==> config.mk <==
export PLATFORM = sky130hd
export DESIGN_NAME = clock_divider_multi
export DESIGN_NICKNAME = d
export VERILOG_FILES = /design/src/rtl/clock_divider_multi.sv
export SDC_FILE = /design/constraint.sdc
export NUM_CORES = 1
export LEC_CHECK = 0
export ABC_AREA = 1
export BUFFER_PORTS_ARGS = -buffer_cell sky130_fd_sc_hd__buf_2
export CAP_MARGIN = 25
export CORE_MARGIN = 2
export CORE_UTILIZATION = 45
export DETAILED_ROUTE_END_ITERATION = 10
export GPL_TIMING_DRIVEN = 1
export PLACE_DENSITY = 0.65
export SYNTH_ARGS = -nofsm -noshare
export SYNTH_HDL_FRONTEND = slang
export SYNTH_SLANG_ARGS = --single-unit
export TNS_END_PERCENT = 50
==> constraint.sdc <==
create_clock -name clk -period 1.6 [get_ports clk]
set_input_delay 0.32 -clock clk [delete_from_list [all_inputs] [get_ports clk]]
set_output_delay 0.32 -clock clk [all_outputs]
set_load 0.03 [all_outputs]
==> src/rtl/clock_divider_multi.sv <==
// Multi-channel programmable clock divider with phase strobes and glitch-free reload.
// Optional feature: define CLKDIV_SYNC_START_EN to add the sync_start phase-alignment input.

module ClockDividerChannel #(
   parameter int CNT_W    = 16,
   parameter int DEF_HALF = 249
) (
   input  logic             clk,
   input  logic             resetn,
   input  logic             chEn_i,
   input  logic             load_i,
   input  logic [CNT_W-1:0] halfPeriod_i,
   input  logic             syncStart_i,
   output logic             divOut_o,
   output logic             risePls_o,
   output logic             fallPls_o,
   output logic             midLoPls_o,
   output logic             midHiPls_o,
   output logic             pend_o
);

   typedef enum logic {
      ST_PARKED = 1'b0,
      ST_RUN    = 1'b1
   } chState_e;

   chState_e         state_q, state_d;
   logic [CNT_W-1:0] cnt_q, cnt_d;
   logic [CNT_W-1:0] nAct_q, nAct_d;
   logic [CNT_W-1:0] shadow_q, shadow_d;
   logic             div_q, div_d;
   logic             pend_q, pend_d;
   logic             rise_q, rise_d;
   logic             fall_q, fall_d;
   logic             midLo_q, midLo_d;
   logic             midHi_q, midHi_d;
   logic             applyShadow;
   logic             atTerm;
   logic             atMid;

   assign atTerm = (cnt_q == nAct_q);
   assign atMid  = (cnt_q == (nAct_q >> 1));

   // Next-state decode; sync beats park beats the normal toggle, and the shadow
   // only reaches the active N on a fall, on park entry, or on sync.
   always_comb begin
      state_d     = state_q;
      cnt_d       = cnt_q;
      div_d       = div_q;
      nAct_d      = nAct_q;
      shadow_d    = shadow_q;
      pend_d      = pend_q;
      rise_d      = 1'b0;
      fall_d      = 1'b0;
      midLo_d     = 1'b0;
      midHi_d     = 1'b0;
      applyShadow = 1'b0;

      if (syncStart_i && chEn_i) begin
         state_d     = ST_RUN;
         cnt_d       = '0;
         div_d       = 1'b0;
         applyShadow = 1'b1;
      end else if (state_q == ST_PARKED) begin
         applyShadow = 1'b1;
         if (chEn_i) begin
            state_d = ST_RUN;
         end
      end else if (!chEn_i && !div_q) begin
         state_d     = ST_PARKED;
         cnt_d       = '0;
         applyShadow = 1'b1;
      end else begin
         midLo_d = atMid && !div_q;
         midHi_d = atMid && div_q;
         if (atTerm) begin
            cnt_d = '0;
            div_d = !div_q;
            if (div_q) begin
               fall_d      = 1'b1;
               applyShadow = 1'b1;
               if (!chEn_i) begin
                  state_d = ST_PARKED;
               end
            end else begin
               rise_d = 1'b1;
            end
         end else begin
            cnt_d = cnt_q + 1'b1;
         end
      end

      if (applyShadow) begin
         nAct_d = shadow_q;
         pend_d = 1'b0;
      end

      // A load in the apply cycle still wins the shadow and keeps pend set.
      if (load_i) begin
         shadow_d = halfPeriod_i;
         pend_d   = 1'b1;
      end
   end

   always_ff @(posedge clk or negedge resetn) begin
      if (!resetn) begin
         state_q  <= ST_PARKED;
         cnt_q    <= '0;
         nAct_q   <= CNT_W'(DEF_HALF);
         shadow_q <= CNT_W'(DEF_HALF);
         div_q    <= 1'b0;
         pend_q   <= 1'b0;
         rise_q   <= 1'b0;
         fall_q   <= 1'b0;
         midLo_q  <= 1'b0;
         midHi_q  <= 1'b0;
      end else begin
         state_q  <= state_d;
         cnt_q    <= cnt_d;
         nAct_q   <= nAct_d;
         shadow_q <= shadow_d;
         div_q    <= div_d;
         pend_q   <= pend_d;
         rise_q   <= rise_d;
         fall_q   <= fall_d;
         midLo_q  <= midLo_d;
         midHi_q  <= midHi_d;
      end
   end

   assign divOut_o   = div_q;
   assign risePls_o  = rise_q;
   assign fallPls_o  = fall_q;
   assign midLoPls_o = midLo_q;
   assign midHiPls_o = midHi_q;
   assign pend_o     = pend_q;

endmodule

module clock_divider_multi #(
   parameter int NUM_CH   = 2,
   parameter int CNT_W    = 16,
   parameter int DEF_HALF = 249
) (
   input  logic                    clk,
   input  logic                    resetn,
   input  logic [NUM_CH-1:0]       ch_en,
   input  logic [NUM_CH*CNT_W-1:0] half_period,
   input  logic [NUM_CH-1:0]       load,
`ifdef CLKDIV_SYNC_START_EN
   input  logic                    sync_start,
`endif
   output logic [NUM_CH-1:0]       div_out,
   output logic [NUM_CH-1:0]       rise_pls,
   output logic [NUM_CH-1:0]       fall_pls,
   output logic [NUM_CH-1:0]       mid_lo_pls,
   output logic [NUM_CH-1:0]       mid_hi_pls,
   output logic [NUM_CH-1:0]       pend
);

   logic syncStart;

`ifdef CLKDIV_SYNC_START_EN
   assign syncStart = sync_start;
`else
   assign syncStart = 1'b0;
`endif

   for (genvar g = 0; g < NUM_CH; g++) begin : gen_ch
      ClockDividerChannel #(
         .CNT_W    (CNT_W),
         .DEF_HALF (DEF_HALF)
      ) u_ch (
         .clk          (clk),
         .resetn       (resetn),
         .chEn_i       (ch_en[g]),
         .load_i       (load[g]),
         .halfPeriod_i (half_period[g*CNT_W +: CNT_W]),
         .syncStart_i  (syncStart),
         .divOut_o     (div_out[g]),
         .risePls_o    (rise_pls[g]),
         .fallPls_o    (fall_pls[g]),
         .midLoPls_o   (mid_lo_pls[g]),
         .midHiPls_o   (mid_hi_pls[g]),
         .pend_o       (pend[g])
      );
   end

endmodule

==> out/qor.csv, run 1 <==
metric;value;unit
io pins;50;
Antenna diodes;0;
CTS tree;done;
Final Total Pwr;6.13;mW
GRT busiest layer;met1;
Max Cap Viol;0;
crit share post-route;102;%
Fin Setup TNS;-0.0912;ns
clock root cell;clkbuf_16;
Avg Cell Area, Syn;7.28;sq um
failing checks;setup timing;
Max rail drop VDD;0.625;mV
H-tree Lvls;3;
unrepaired setup endpoints after global routing;true;
Initial DRC Count;276;
Register Area;2790;sq um
crit path time final;1.63;ns
synth warn;0;
Max Slew Vio Count;0;
skew final;0.00544;ns
GPL Wtd Cong;0.881;
DRT Wirelength;13600;microns
commonest cells after routing, fill and taps aside;nand2_1 (354), dfrtp_1 (78), nor2_1 (66);
Critical Path Fanout Max;7;
Pre-antenna DRT Iters;4;
Worst-Skew Late Latency;0.35;ns
setup slack after layout;-0.0281;ns
crit path kind;register to register;
post-synth top area share;36.4;%
TritonCTS Sinks;110;
Slew @ Worst Pin;0.451;ns
Syn Inst Count;813;
met3 usage;3.57;%
arrival time worst endpoint;1.92;ns
post-synthesis sequential area ratio;47.0;%
Tightest Hold Check Type;primary input to register;
grt met2 use;28.7;%
status;finished, violations left;
DPL Wire Length;9480;microns
pwr dens;838;nW/um^2
critical register-to-register path startpoint;gen_ch[1].u_ch.nAct_q[4];
Multi-input gate area;2920;sq um
Critical Path RT;1.89;ns
final hold vios;0;
antenna-violating nets left;0;
GR Overflow Total;0;
Critical Path End Type;register;
mapped cell area;5920;sq um
area of the core;12700;sq um
fmax;0.614;GHz
Placed Cells incl. Taps;1050;
starting density of the core;46.5;%
filler instances;1256;
fraction of layout cells with a size suffix above 1;26.7;%
number of global-route vias before repair;4883;
largest net degree at the start of global routing;67;
Max Root-Sink Buffers;2;
cts bufs inserted;9;
initial antenna violation count;0;
M1 GR Usage;31.4;%
CP Launch Type;register;
die footprint;14100;sq um
nets@finish;942;
wire per inst;12.6;microns
register bit total from synthesis;110;
hold_sp;half_period[21];
area grow syn2layout;23.7;%
chip width;119;microns
DR vias/cell;4.82;
Total GRT Usage;20.4;%
die height;119;microns
CTS clk-pin slew, worst paths;0.07;ns
Port Buf Inserts;49;
Worst slew margin;69.7;%
Place WS;-0.0525;ns
LEAKAGE;3.72;nW
Finished Layout Cells;1079;
Yosys cell types;28;
count of final setup violators;14;
FP Rows;41;
ranking of synthesized cells by area;dfrtp_1 (36%), nand2_1 (23%), dfstp_2 (11%);
crit path from;gen_ch[1].u_ch.nAct_q[4];
biggest area consumer among synthesized cells;dfrtp_1;
commonest non-fill, non-tap cell in the layout;nand2_1;
first-pass GRT wire length;23400;microns
DR vias;5196;
Synth Net Count;853;
DRC;0;
[synthesized netlist by cell type]
master / n
nand2_2: 2
nand4_1: 15
buf_6: 2
o21ai_1: 1
o21bai_1: 4
inv_2: 22
a21boi_0: 2
nor2_2: 4
nand3_1: 50
clkbuf_1: 12
dfrtp_1: 86
buf_2: 7
o21ai_0: 7
dfstp_2: 24
xnor2_1: 7
nor3_1: 14
ha_1: 2
o22ai_1: 5
clkinv_1: 2
buf_4: 15
nand2_8: 1
nor2_1: 71
nor2_4: 1
xor2_1: 23
nand2_4: 4
nand2_1: 366
inv_1: 51
a21oi_1: 13
[cell families (layout without fill, tap and decap cells)]
family	count (synthesis)	after routing	share of synthesized area, %
compound gates	32	32	3.07
xor+xnor	30	30	4.44
fa+ha+maj	2	2	0.423
buf+inv	111	202	8.39
flops	110	110	47.0
simple gates	528	531	36.6
[cell type report]
| type | count | share of cell area [%] |
|---|---|---|
| multi-input combinational | 595 | 39.9 |
| clock inverter | 7 | 0.940 |
| sequential | 110 | 38.2 |
| inverter | 75 | 3.85 |
| clock buffer | 9 | 3.08 |
| tap | 172 | 2.94 |
| timing repair buffer | 111 | 11.1 |
[through the flow]
stage	instance area (sq um)	hold slack, ns	utilization, %
5_1_grt	7320	0.160	57.5
2_1_floorplan	5920	0.0244	-
6_report	7320	0.152	57.5
3_3_place_gp	6610	0.323	51.9
4_1_cts	7010	0.144	55.1
3_5_place_dp	6610	0.322	51.9
[worst paths after layout]
| kind | end | slack [ns] | depth (start not counted) |
|---|---|---|---|
| setup / recovery | gen_ch[1].u_ch.nAct_q[14] | -0.03 | 11 |
| hold / removal | gen_ch[1].u_ch.shadow_q[5] | 0.15 | 3 |
| setup reg to reg | gen_ch[1].u_ch.nAct_q[14] | -0.03 | 11 |
| hold reg to reg | gen_ch[0].u_ch.shadow_q[4] | 0.46 | 2 |
| max in group asynchronous | gen_ch[1].u_ch.cnt_q[4] | 0.74 | 3 |
| min in group asynchronous | gen_ch[0].u_ch.shadow_q[1] | 0.50 | 3 |
[registers in the layout, indices dropped and copies added, names as in the netlist]
signal	count
gen_ch.u_ch.divOut_o	2
gen_ch.u_ch.pend_o	2
gen_ch.u_ch.risePls_o	2
gen_ch.u_ch.shadow_q	32
gen_ch.u_ch.cnt_q	32
gen_ch.u_ch.midLoPls_o	2
gen_ch.u_ch.midHiPls_o	2
gen_ch.u_ch.fallPls_o	2
gen_ch.u_ch.state_q	2
gen_ch.u_ch.nAct_q	32
[repair_timing]
| action | CTS | global route |
|---|---|---|
| hold buffers | 1 | 0 |
| cloned | 2 | 3 |
| pin swaps | 7 | 43 |
| hold endpoints to repair | 28 | 0 |
| gates resized for setup | 10 | 73 |
| endpoints found under the setup margin | 45 | 73 |
| buffers inserted | 3 | 4 |
[worst max-delay path: stages (launching register included)]
cell     delay [ns]
dfstp_2        0.55
inv_2          0.04
nand2_2        0.04
nand2_1        0.05
nor2_1         0.11
nand2_1        0.07
nor2_2         0.17
nand2_4        0.10
nand2_8        0.14
buf_6          0.15
nand3_1        0.08
nand2_1        0.07
[metal layers]
layer  vias to the layer above  share of wire [%]
met5                         -                  0
met4                         0                1.6
met3                        15                4.9
met2                       115                 42
met1                      2378                 51
li1                       2688                  -
[power by group]
part / total (mW) / internal [mW] / leakage (nW) / switching (mW)
sequential: 3.13 / 2.97 / 1.30 / 0.158
clock: 2.28 / 1.22 / 0.146 / 1.06
combinational: 0.724 / 0.306 / 2.27 / 0.419
total: 6.13 / 4.50 / 3.72 / 1.64
Power figures use the tool's default switching activity.
==> run 2: changes to the inputs <==
- CORE_MARGIN: 2 -> unset
==> out/qor.csv, run 2 (synthesis results as in run 1) <==
metric;value;unit;change
die height;117;microns;-1.7%
fraction of layout cells with a size suffix above 1;27.5;%;+0.83 points
arrival time worst endpoint;1.99;ns;+0.07 ns
count of final setup violators;46;;+32
CTS tree;done;;
unrepaired setup endpoints after global routing;true;;
H-tree Lvls;3;;unchanged
status;finished, violations left;;
nets@finish;951;;+0.96%
Initial DRC Count;235;;-15%
DRC;0;;unchanged
DPL Wire Length;9670;microns;+2.0%
commonest non-fill, non-tap cell in the layout;nand2_1;;
top flop regs;gen_ch.u_ch.cnt_q x32, gen_ch.u_ch.nAct_q x32, gen_ch.u_ch.shadow_q x32;;
Pre-antenna DRT Iters;4;;unchanged
setup slack after layout;-0.0963;ns;-0.0681 ns
Max Slew Vio Count;0;;unchanged
CP peak stage delay;0.53;ns;-0.02 ns
Critical Path Fanout Max;8;;+1
antenna-violating nets left;0;;unchanged
Total GRT Usage;21.7;%;+1.3 points
initial antenna violation count;0;;unchanged
fin util;58.2;%;+0.66 points
most frequent cell on the critical path;nand2_1;;
Tightest Hold Check Type;primary input to register;;
area grow syn2layout;25.1;%;
Max rail drop VDD;0.503;mV;-20%
cts bufs inserted;9;;unchanged
placed cell areas;6670;sq um;+1.0%
Max Cap Viol;0;;unchanged
GPL Wtd Cong;0.828;;-6.0%
FP Rows;41;;unchanged
Port Buf Inserts;49;;unchanged
commonest cells after routing, fill and taps aside;nand2_1 (352), dfrtp_1 (78), nor2_1 (65);;
TritonCTS Sinks;110;;unchanged
LEAKAGE;3.76;nW;+1.0%
Fin Setup TNS;-1.94;ns;-1.85 ns
largest net degree at the start of global routing;52;;-22%
number of global-route vias before repair;4727;;-3.2%
first-pass GRT wire length;22800;microns;-2.3%
CP Cell Sequence;inv_1 -> nand2_1 -> nand2_1 -> nor2_2 -> nand2_1 -> nor2_4 -> nand2_4 -> nand2_8 -> clkbuf_16 -> nand3_1 -> nand2_1;;
area of the core;12700;sq um;unchanged
GR Overflow Total;0;;unchanged
pwr dens;851;nW/um^2;+1.5%
Max Root-Sink Buffers;2;;unchanged
Place WS;-0.0545;ns;-0.00207 ns
fmax;0.590;GHz;-4.0%
chip width;117;microns;-1.7%
Slew @ Worst Pin;0.465;ns;+0.0138 ns
clock root cell;clkbuf_16;;
Critical Path End Type;register;;
crit path time final;1.70;ns;+0.0681 ns
DR vias/cell;4.75;;-1.4%
crit path kind;register to register;;
crit share post-route;106;%;+4.3 points
DRT Wirelength;13700;microns;+0.99%
CTS clk-pin slew, worst paths;0.07;ns;about the same
Post-Layout Inst Area;7400;sq um;+1.1%
DR vias;5164;;-0.62%
final hold vios;0;;unchanged
die footprint;13600;sq um;-3.3%
CP Launch Type;register;;
Antenna diodes;0;;unchanged
Worst-Skew Late Latency;0.36;ns;about the same
Worst slew margin;68.8;%;-0.93 points
Critical Path RT;1.90;ns;about the same
Final Total Pwr;6.30;mW;+2.7%
wire per inst;12.6;microns;+0.15%
skew final;0.00562;ns;+0.000178 ns
io pins;50;;unchanged
starting density of the core;46.5;%;unchanged
slowest CP cell;dfstp_2;;
failing checks;setup timing;;
[run 2: cell types whose count changed in the layout (fill, tap and decap cells not counted), sizes merged]
cell / previous run / this run
inv: 76 / 75
clkbuf: 9 / 13
clkinv: 5 / 3
nand2: 376 / 377
buf: 110 / 117
[run 2: repair_timing]
item | in CTS | in global routing
gates resized for setup | 16 | 57
endpoints found under the setup margin | 59 | 75
hold buffers | 1 | 0
setup buffers | 3 | 3
hold endpoints to repair | 62 | 0
pin swaps | 2 | 35
gates cloned | 1 | 5
[run 2: worst max-delay path: cells and delay by family, from the launching register on]
family / cells / cell delay [ns]
buffers and inverters: 2 / 0.23
flip-flops: 1 / 0.53
AND/OR/NAND/NOR: 9 / 0.87
[run 2: worst paths after layout]
check	from	end	slack, ns	depth (start not counted)
max	gen_ch[0].u_ch.nAct_q[6]	gen_ch[0].u_ch.nAct_q[3]	-0.1	11
min	half_period[21]	gen_ch[1].u_ch.shadow_q[5]	0.16	3
max reg2reg	gen_ch[0].u_ch.nAct_q[6]	gen_ch[0].u_ch.nAct_q[3]	-0.1	11
min reg2reg	gen_ch[1].u_ch.shadow_q[3]	gen_ch[1].u_ch.nAct_q[3]	0.47	2
max in group asynchronous	resetn	gen_ch[0].u_ch.nAct_q[0]	0.74	3
min in group asynchronous	resetn	gen_ch[0].u_ch.shadow_q[2]	0.49	3
[run 2: per-stage QoR]
stage          cells  hold WS [ns]
2_1_floorplan    813        0.0244
3_3_place_gp    1059         0.313
3_5_place_dp    1059         0.316
4_1_cts         1080         0.145
5_1_grt         1088         0.156
6_report        1088         0.155
[run 2: final cells by class]
type                    count  area, sq um
fillers                  1224         5320
clock buffers              12          268
repair buffers            119          866
clock inverters             4         58.8
multi-input cells         596         2920
flip-flops and latches    110         2790
well taps                 172          215
inverters                  75          282
[run 2: routing by layer]
metal  wire [microns]  GRT usage (%)
met1             7140           33.7
met4              221           7.59
met3              488           2.75
met5                0              0
met2             5840           30.8
[run 2: report_power, final]
group / switching (mW) / leakage, nW / internal (mW)
clock network: 1.06 / 0.160 / 1.37
logic: 0.422 / 2.30 / 0.313
registers: 0.157 / 1.30 / 2.97
==> run 3: changes to the inputs <==
- ABC_AREA: 1 -> unset
- CTS_BUF_LIST: unset -> sky130_fd_sc_hd__clkbuf_16
- PLACE_DENSITY: 0.65 -> 0.66
==> out/qor.csv, run 3 <==
metric;value;unit;change
Max rail drop VDD;0.601;mV;+19%
Avg Cell Area, Syn;11.5;sq um;+58%
Critical Path RT;1.83;ns;-0.07 ns
cell with the most instances after synthesis;dfrtp_1;;
hold_sp;ch_en[0];;
top flop regs;gen_ch.u_ch.cnt_q x32, gen_ch.u_ch.nAct_q x32, gen_ch.u_ch.shadow_q x32;;
Total GRT Usage;21.4;%;-0.27 points
fraction of layout cells with a size suffix above 1;49.3;%;+22 points
Slew @ Worst Pin;0.649;ns;+0.184 ns
Max Slew Vio Count;0;;unchanged
die footprint;12700;sq um;-7.0%
Finished Layout Cells;745;;-32%
CP Launch Type;register;;
Critical Path Fanout Max;5;;-3
setup slack after layout;-0.505;ns;-0.409 ns
Pint;4.76;mW;+2.1%
post-synthesis sequential area ratio;50.6;%;+3.6 points
r2r worst-path depth;6;;-5
LEAKAGE;3.35;nW;-11%
crit share post-route;132;%;+26 points
CTS tree;done;;
initial antenna violation count;0;;unchanged
io pins;50;;unchanged
antenna-violating nets left;0;;unchanged
Worst-Skew Late Latency;0.35;ns;about the same
H-tree Lvls;3;;unchanged
cts bufs inserted;9;;unchanged
DR vias/cell;5.65;;+19%
Yosys cell types;49;;+75%
Initial DRC Count;303;;+29%
Max Root-Sink Buffers;2;;unchanged
DRC;0;;unchanged
FP Rows;39;;-4.9%
count of final setup violators;74;;+61%
CTS clk-pin slew, worst paths;0.07;ns;about the same
Syn Inst Count;477;;-41%
critical register-to-register path startpoint;gen_ch[0].u_ch.nAct_q[15];;
commonest cells after routing, fill and taps aside;dfrtp_1 (83), buf_4 (83), xor2_1 (65);;
starting density of the core;47.1;%;+0.60 points
GR Overflow Total;0;;unchanged
synth warn;0;;unchanged
die height;112;microns;-3.6%
Placed Cells incl. Taps;718;;-32%
biggest area consumer among synthesized cells;dfrtp_1;;
Flop pwr share;49.2;%;-0.5 points
register bit total from synthesis;110;;unchanged
nets@finish;637;;-33%
reg2reg setup slack;-0.51;ns;-0.41 ns
Tightest Hold Check Type;primary input to register;;
prevailing post-synth register cell;dfrtp_1;;
filler instances;888;;-27%
clock share of power;31.5;%;-7.1 points
mapped cell area;5490;sq um;-7.1%
Reg-to-Reg End;gen_ch[0].u_ch.nAct_q[9];;
chip width;112;microns;-3.6%
Max Cap Viol;0;;unchanged
Pre-antenna DRT Iters;5;;+1
Port Buf Inserts;49;;unchanged
arrival time worst endpoint;2.34;ns;+0.35 ns
wire per inst;17.6;microns;+40%
DRT Wirelength;13100;microns;-4.4%
crit path kind;register to register;;
fmax;0.475;GHz;-19%
final hold vios;0;;unchanged
pwr dens;927;nW/um^2;+8.9%
first-pass GRT wire length;21000;microns;-8.2%
largest net degree at the start of global routing;30;;-42%
clock root cell;clkbuf_16;;
Antenna diodes;0;;unchanged
Post-synth EDFFs;0;;unchanged
ranking of synthesized cells by area;dfrtp_1 (39%), dfstp_2 (11%), mux2_2 (11%);;
status;finished, violations left;;
area of the core;11700;sq um;-8.3%
Synth Net Count;517;;-39%
Synth async-reset ratio;100;%;unchanged
worst hold stages;2;;-1
post-synth top area share;39.2;%;+2.8 points
part of the power in combinational logic;19.3;%;+7.6 points
number of global-route vias before repair;4074;;-14%
GPL Wtd Cong;0.894;;+8.0%
Worst slew margin;56.7;%;-12 points
Critical Path End Type;register;;
area grow syn2layout;29.9;%;
Worst Hold End;gen_ch[0].u_ch.state_q;;
unrepaired setup endpoints after global routing;true;;
TritonCTS Sinks;110;;unchanged
DR vias;4207;;-19%
skew final;0.00882;ns;+0.00321 ns
failing checks;setup timing;;
Sw Ratio;28.1;%;+2.1 points
Switch Pwr;1.86;mW;+13%
crit path time final;2.11;ns;+0.409 ns
Commonest cells post-synth;dfrtp_1 (86), xor2_1 (66), mux2_2 (55);;
DPL Wire Length;9200;microns;-4.8%
Hold Slack;0.185;ns;+0.0296 ns
run 3: cell types whose count changed after synthesis, moves of 13 or more:
cell	previous run	this run
nor3_1	14	1
mux2_2	0	55
nand3_1	50	15
inv_1	51	10
nand2_1	366	29
inv_2	22	0
nor2_1	71	14
xor2_1	23	66
nor4_1	0	17
run 3: per-layer routing:
layer / track usage [%] / share of wire, % / vias to the layer above
met5: 0 / 0 / -
met4: 8.44 / 2.6 / 0
met3: 3.46 / 6.8 / 30
met2: 30.7 / 42 / 188
met1: 32.3 / 48 / 2053
li1: - / - / 1936
run 3: area by class of cell:
class                           count  area (sq um)  area share (%)
Tap cell                          143           179            2.51
Multi-Input combinational cell    310          2650            37.1
Sequential cell                   110          2790            39.0
Clock buffer                        9           225            3.16
Clock inverter                      7          42.5           0.596
Inverter                           11          41.3           0.579
Timing Repair Buffer              155          1220            17.0
run 3: what timing repair did:
| item | CTS | global route |
|---|---|---|
| pin swaps | 33 | 9 |
| endpoints found under the hold margin | 21 | 0 |
| gates resized for setup | 61 | 18 |
| hold buffers | 1 | 0 |
| cloned | 0 | 2 |
| setup endpoints to repair | 74 | 76 |
| buffers inserted | 5 | 5 |
run 3: worst max path at each step:
stage,startpoint,endpoint,slack (ns)
floorplan,gen_ch[0].u_ch.nAct_q[7],gen_ch[0].u_ch.nAct_q[10],-0.37
global placement,gen_ch[0].u_ch.cnt_q[7],gen_ch[0].u_ch.nAct_q[12],-0.52
detailed placement,gen_ch[0].u_ch.cnt_q[7],gen_ch[0].u_ch.nAct_q[1],-0.56
CTS,gen_ch[0].u_ch.nAct_q[15],gen_ch[0].u_ch.nAct_q[12],-0.38
global route,gen_ch[0].u_ch.nAct_q[15],gen_ch[0].u_ch.nAct_q[9],-0.56
finish,gen_ch[0].u_ch.nAct_q[15],gen_ch[0].u_ch.nAct_q[9],-0.51
run 3: metrics by stage:
step	utilization, %	TNS [ns]	total power [mW]	cell area [sq um]	setup WS, ns
finish	61.2	-23.45	6.61	7140	-0.505
global route	61.2	-27.82	6.89	7140	-0.555
CTS	59.7	-18.03	6.60	6970	-0.383
detailed placement	55.3	-27.75	4.46	6440	-0.556
global placement	55.3	-25.71	4.40	6440	-0.517
floorplan	-	-10.11	3.92	5570	-0.373
run 3: kinds of logic (layout without fill, tap and decap cells):
group,after synthesis,after routing,synth area share (%)
and+or+nand+nor,126,126,12.4
DFF,110,110,50.6
xor gates and xnor gates,68,68,10.8
muxes,67,67,14.3
buffers and inverters,57,182,5.19
AOI/OAI and AO/OA,47,47,6.15
adders and majority gates,2,2,0.455
run 3: worst max-delay path, cell delays in order (launching register included):
cell	delay [ns]
dfrtp_1	0.41
xor2_1	0.20
nor4_2	0.36
nand4_1	0.23
o211a_4	0.33
clkbuf_16	0.17
mux2_4	0.28
run 3: power groups by stage:
stage	logic [mW]	clock network (mW)	registers [mW]
3_3_place_gp	1.12	0	3.28
3_5_place_dp	1.16	0	3.29
4_1_cts	1.24	2.12	3.25
6_report	1.28	2.08	3.25
5_1_grt	1.39	2.23	3.28
2_1_floorplan	0.647	0	3.28
